`config.mk`:
```
export PLATFORM = sky130hd
export DESIGN_NAME = hilo_div_unit
export DESIGN_NICKNAME = d
export VERILOG_FILES = /design/src/rtl/hilo_div_unit.sv
export SDC_FILE = /design/constraint.sdc
export NUM_CORES = 1
export LEC_CHECK = 0
export CAP_MARGIN = 20
export CORE_MARGIN = 4
export CORE_UTILIZATION = 50
export DETAILED_ROUTE_END_ITERATION = 12
export PLACE_DENSITY_LB_ADDON = 0.12
export SYNTH_ARGS = -nofsm -noshare
export SYNTH_HDL_FRONTEND = slang
export SYNTH_SLANG_ARGS = --single-unit
```
`constraint.sdc`:
```
create_clock -name clk -period 4.85 [get_ports clk]
set_input_delay 0.97 -clock clk [delete_from_list [all_inputs] [get_ports clk]]
set_output_delay 0.97 -clock clk [all_outputs]
set_load 0.1 [all_outputs]
```
`src/rtl/hilo_div_unit.sv`:
```
// rtl/hilo_div_unit.sv - iterative radix-2 restoring divider for DIV/DIVU feeding HI/LO
module hilo_div_unit #(
    parameter int WIDTH = 32
) (
    input  logic             clk,
    input  logic             rst,
    input  logic             start,
    input  logic             signed_div,
    input  logic [WIDTH-1:0] opa,
    input  logic [WIDTH-1:0] opb,
    input  logic             cancel,
    output logic             stall_req,
    output logic             valid,
    output logic [WIDTH-1:0] lo,
    output logic [WIDTH-1:0] hi
);
    localparam int CW = $clog2(WIDTH);

    typedef enum logic [1:0] {IDLE, BUSY, DONE} stateT;

    stateT            state, stateNext;
    logic [CW-1:0]    count;
    logic [WIDTH-1:0] quo, rem, divisor;
    logic             signQ, signR;

    logic             negA, negB, accept, lastStep, fits;
    logic [WIDTH-1:0] absA, absB, newQuo, newRem;
    logic [WIDTH:0]   remShift, diff;

    assign negA   = signed_div & opa[WIDTH-1];
    assign negB   = signed_div & opb[WIDTH-1];
    assign absA   = negA ? -opa : opa;
    assign absB   = negB ? -opb : opb;
    assign accept = (state == IDLE) & start & ~cancel;
    assign lastStep = (state == BUSY) & (count == CW'(WIDTH - 1));

    // Shifted remainder needs one extra bit: divisors above 2^(WIDTH-1) can overflow it.
    assign remShift = {rem, quo[WIDTH-1]};
    assign diff     = remShift - {1'b0, divisor};
    assign fits     = ~diff[WIDTH];
    assign newRem   = fits ? diff[WIDTH-1:0] : remShift[WIDTH-1:0];
    assign newQuo   = {quo[WIDTH-2:0], fits};

    assign stall_req = rst & ~cancel & (((state == IDLE) & start) | (state == BUSY));
    assign valid     = (state == DONE) & ~cancel;

    always_ff @(posedge clk or negedge rst) begin
        if (!rst) begin
            state <= IDLE;
        end else begin
            state <= stateNext;
        end
    end

    always_comb begin
        stateNext = state;
        case (state)
            IDLE:    if (accept) stateNext = (opb == '0) ? DONE : BUSY;
            BUSY:    if (lastStep) stateNext = DONE;
            DONE:    stateNext = IDLE;
            default: stateNext = IDLE;
        endcase
        if (cancel) stateNext = IDLE;
    end

    always_ff @(posedge clk or negedge rst) begin
        if (!rst) begin
            count   <= '0;
            quo     <= '0;
            rem     <= '0;
            divisor <= '0;
            signQ   <= 1'b0;
            signR   <= 1'b0;
            lo      <= '0;
            hi      <= '0;
        end else if (!cancel) begin
            case (state)
                IDLE: begin
                    if (start) begin
                        quo     <= absA;
                        divisor <= absB;
                        rem     <= '0;
                        count   <= '0;
                        signQ   <= signed_div & (opa[WIDTH-1] ^ opb[WIDTH-1]);
                        signR   <= negA;
                        if (opb == '0) begin
                            lo <= '1;
                            hi <= opa;
                        end
                    end
                end
                BUSY: begin
                    quo   <= newQuo;
                    rem   <= newRem;
                    count <= count + 1'b1;
                    // Final step writes the sign-corrected result straight into HI/LO.
                    if (lastStep) begin
                        lo <= signQ ? -newQuo : newQuo;
                        hi <= signR ? -newRem : newRem;
                    end
                end
                default: ;
            endcase
        end
    end
endmodule

```
==> metrics.yaml <==
status: "completed"
p_leak_uw: 0.006252
hold_violations: 0
htree_levels: 4
chipHeight_um: 164.4
yosys_warnings: 0
slowest_stage: "or4_4"
yosysTopAreaCellShare_pct: 34.57
nNetsFinal: 1756
yosysSeqAreaShare_pct: 34.57
top_level_ports: 135
synth.most_common_cell: "nand2_1"
dr.pass1.iters: 5
drive_gt1_share_pct: 8.007
dp_slack_ps: 14.07
worstPathArrival_ps: 4920
finalCritPeriodShare_pct: 95.32
grt_max_degree: 116
routed_wl_um: 37140
n_antenna_cell: 0
netlist_instances: 1535
required_ps: 5150
startpoint_type: "register"
grt_pass1_wl_um: 58410
ys.flop_type: "dfrtp_1"
antenna_found_initial: 0
postRouteAntennaNets: 0
hpwl_um: 28340
path_max_fanout: 9
clock.fmax_ghz: 0.2163
overflow: 0
drt_iter0_drc: 963
slew_viol_final: 0
clock-root-buffer: "clkbuf_16"
fin_skew_ps: 10.74
drcViolationCount: 0
num_vias: 11580
initial_core_util_pct: 51.51
worstPathCellList: "ha_1, a21o_1, a311o_1, a311oi_4, a2111oi_4, buf_4, nor3_4, nor2_8, inv_6, nor2_1, a21oi_2, ha_2, nand2_1, or4_4, nor2_1, o21ai_1, o41ai_4, nand4_1, buf_4, o31ai_2, xnor2_1, a21oi_1"
final_core_util_pct: 61.91
synth_common_cells: "nand2_1, dfrtp_1, o21ai_0"
synthTopCellsByArea: "dfrtp_1, o21ai_0, a21oi_1, nand2_1, xnor2_1"
ys_seq_elements: 169
clk_transition_reported_paths_ps: 80
numPortBuffers: 134
worstSetupPathType: "register to register"
slew_headroom_pct: 28.01
cpPeakStageDelay_ps: 430
async_flop_share_pct: 100.0
viasPerCell: 5.846
min_period_ps: 4623
avgSynthCellArea_um2: 7.970
vdd_drop_max_v: 0.0005365
ys_types: 80
power_density_nw_per_um2: 633.1
cts_tree: "done"
cts-buffers-inserted: 17
setup_viol: 0
coreArea_um2: 23750
syn2layout_area_growth_pct: 20.20
synth_area_um2: 12230
grt_pass1_vias: 10790
setup.worst_path.end_class: "register"
gp_congestion: 0.9467
grt_use_total_pct: 27.27
synth_nets: 1643
fp-row-count: 56
r2r_slack_ps: 230
clock_latency_ps: 430
dieArea_um2: 27040
clk_path_buf_depth: 2
hold_path_class: "input port to async pin"
wl_per_cell_um: 18.76
synth_edf_count: 0
die_w_um: 164.4
setup_ws_ps: 227.1
worstMarginPinSlew_ps: 1076
clock-sinks: 169
maxCapViolations: 0
synth.largest_area_cell: "dfrtp_1"
timing repair:
| item | 4_1_cts | 5_1_grt |
|---|---|---|
| endpoints found under the setup margin | 1 | 10 |
| pin swaps | 1 | 5 |
| endpoints found under the hold margin | 0 | 0 |
| hold buffers | 0 | 0 |
| setup buffers | 0 | 3 |
| gates resized for setup | 1 | 14 |
critical path, delay by kind of cell (launching register included):
family / cells / cell delay, ps
xor+xnor: 1 / 150
fa+ha+maj: 2 / 520
compound gates: 9 / 1770
flops: 1 / 410
simple gates: 7 / 1150
buf+inv: 3 / 480
per-layer routing:
metal  wire (um)  share of wire [%]  vias to the layer above  GRT usage (%)
met5           0                  0                        -              0
met4        1399                3.8                        0          11.08
met3        2052                5.5                       70          2.496
met2       17260                 46                      397          44.78
met1       16430                 44                     5413          37.32
li1            -                  -                     5695              -
through the flow:
step	TNS (ps)	cell area, um^2	power, uW	std cells	hold slack, ps
after floorplan	0	12240	6499	1535	449.8
after global placement	0	14000	7663	1943	462.6
after detailed placement	0	14020	7718	1944	472.0
after CTS	0	14610	9102	1976	487.3
after global routing	-39.84	14710	9985	1980	511.7
final	0	14710	9310	1980	479.6
sequential cells by signal (all words and copies together) (netlist names), 2 cells and up:
name and cells:
count 5, divisor 32, hi 32, lo 32, quo 32, rem 32, state 2
power by group:
| group | internal [uW] | switching [uW] |
|---|---|---|
| registers | 1650 | 315 |
| logic | 2350 | 3640 |
| clock network | 689 | 669 |
cell families (layout without fill, tap and decap cells):
| kind of cell | count (synthesis) | count (layout) | share of synthesized area (%) |
|---|---|---|---|
| simple gates | 531 | 531 | 20.01 |
| compound gates | 485 | 485 | 24.28 |
| flops | 169 | 169 | 34.57 |
| buf+inv | 145 | 271 | 4.786 |
| xor+xnor | 133 | 133 | 9.521 |
| fa+ha+maj | 39 | 39 | 4.050 |
| mux | 33 | 33 | 2.782 |
layout make-up:
class	instances	area [um^2]
clock buffer	18	429.2
fill	2185	9047
tap	319	399.1
multi-input combinational	1221	7512
clock inverter	14	148.9
sequential	169	4229
timing repair buffer	182	1768
inverter	57	219.0
placed cells by master (no fill, tap or decap), types with 35 or more instances in the layout:
cell	n
a21oi_1	154
a31oi_1	36
buf_4	45
clkdlybuf4s50_1	131
dfrtp_1	169
ha_1	36
inv_1	54
nand2_1	199
nor2_1	149
nor3_1	35
o21ai_0	156
xnor2_1	67
xor2_1	66
path summary, 6_finish.rpt:
check                      depth (start not counted)           to   startpoint
hold / removal                                     1      quo[19]          rst
max in group asynchronous                          2  divisor[21]          rst
min in group clk                                   2  divisor[17]  divisor[17]
setup / recovery                                  22       hi[30]       rem[8]
setup reg to reg                                  22       hi[30]       rem[8]
hold reg to reg                                    2  divisor[17]  divisor[17]
Note: power is estimated with default switching activity, not from simulation.
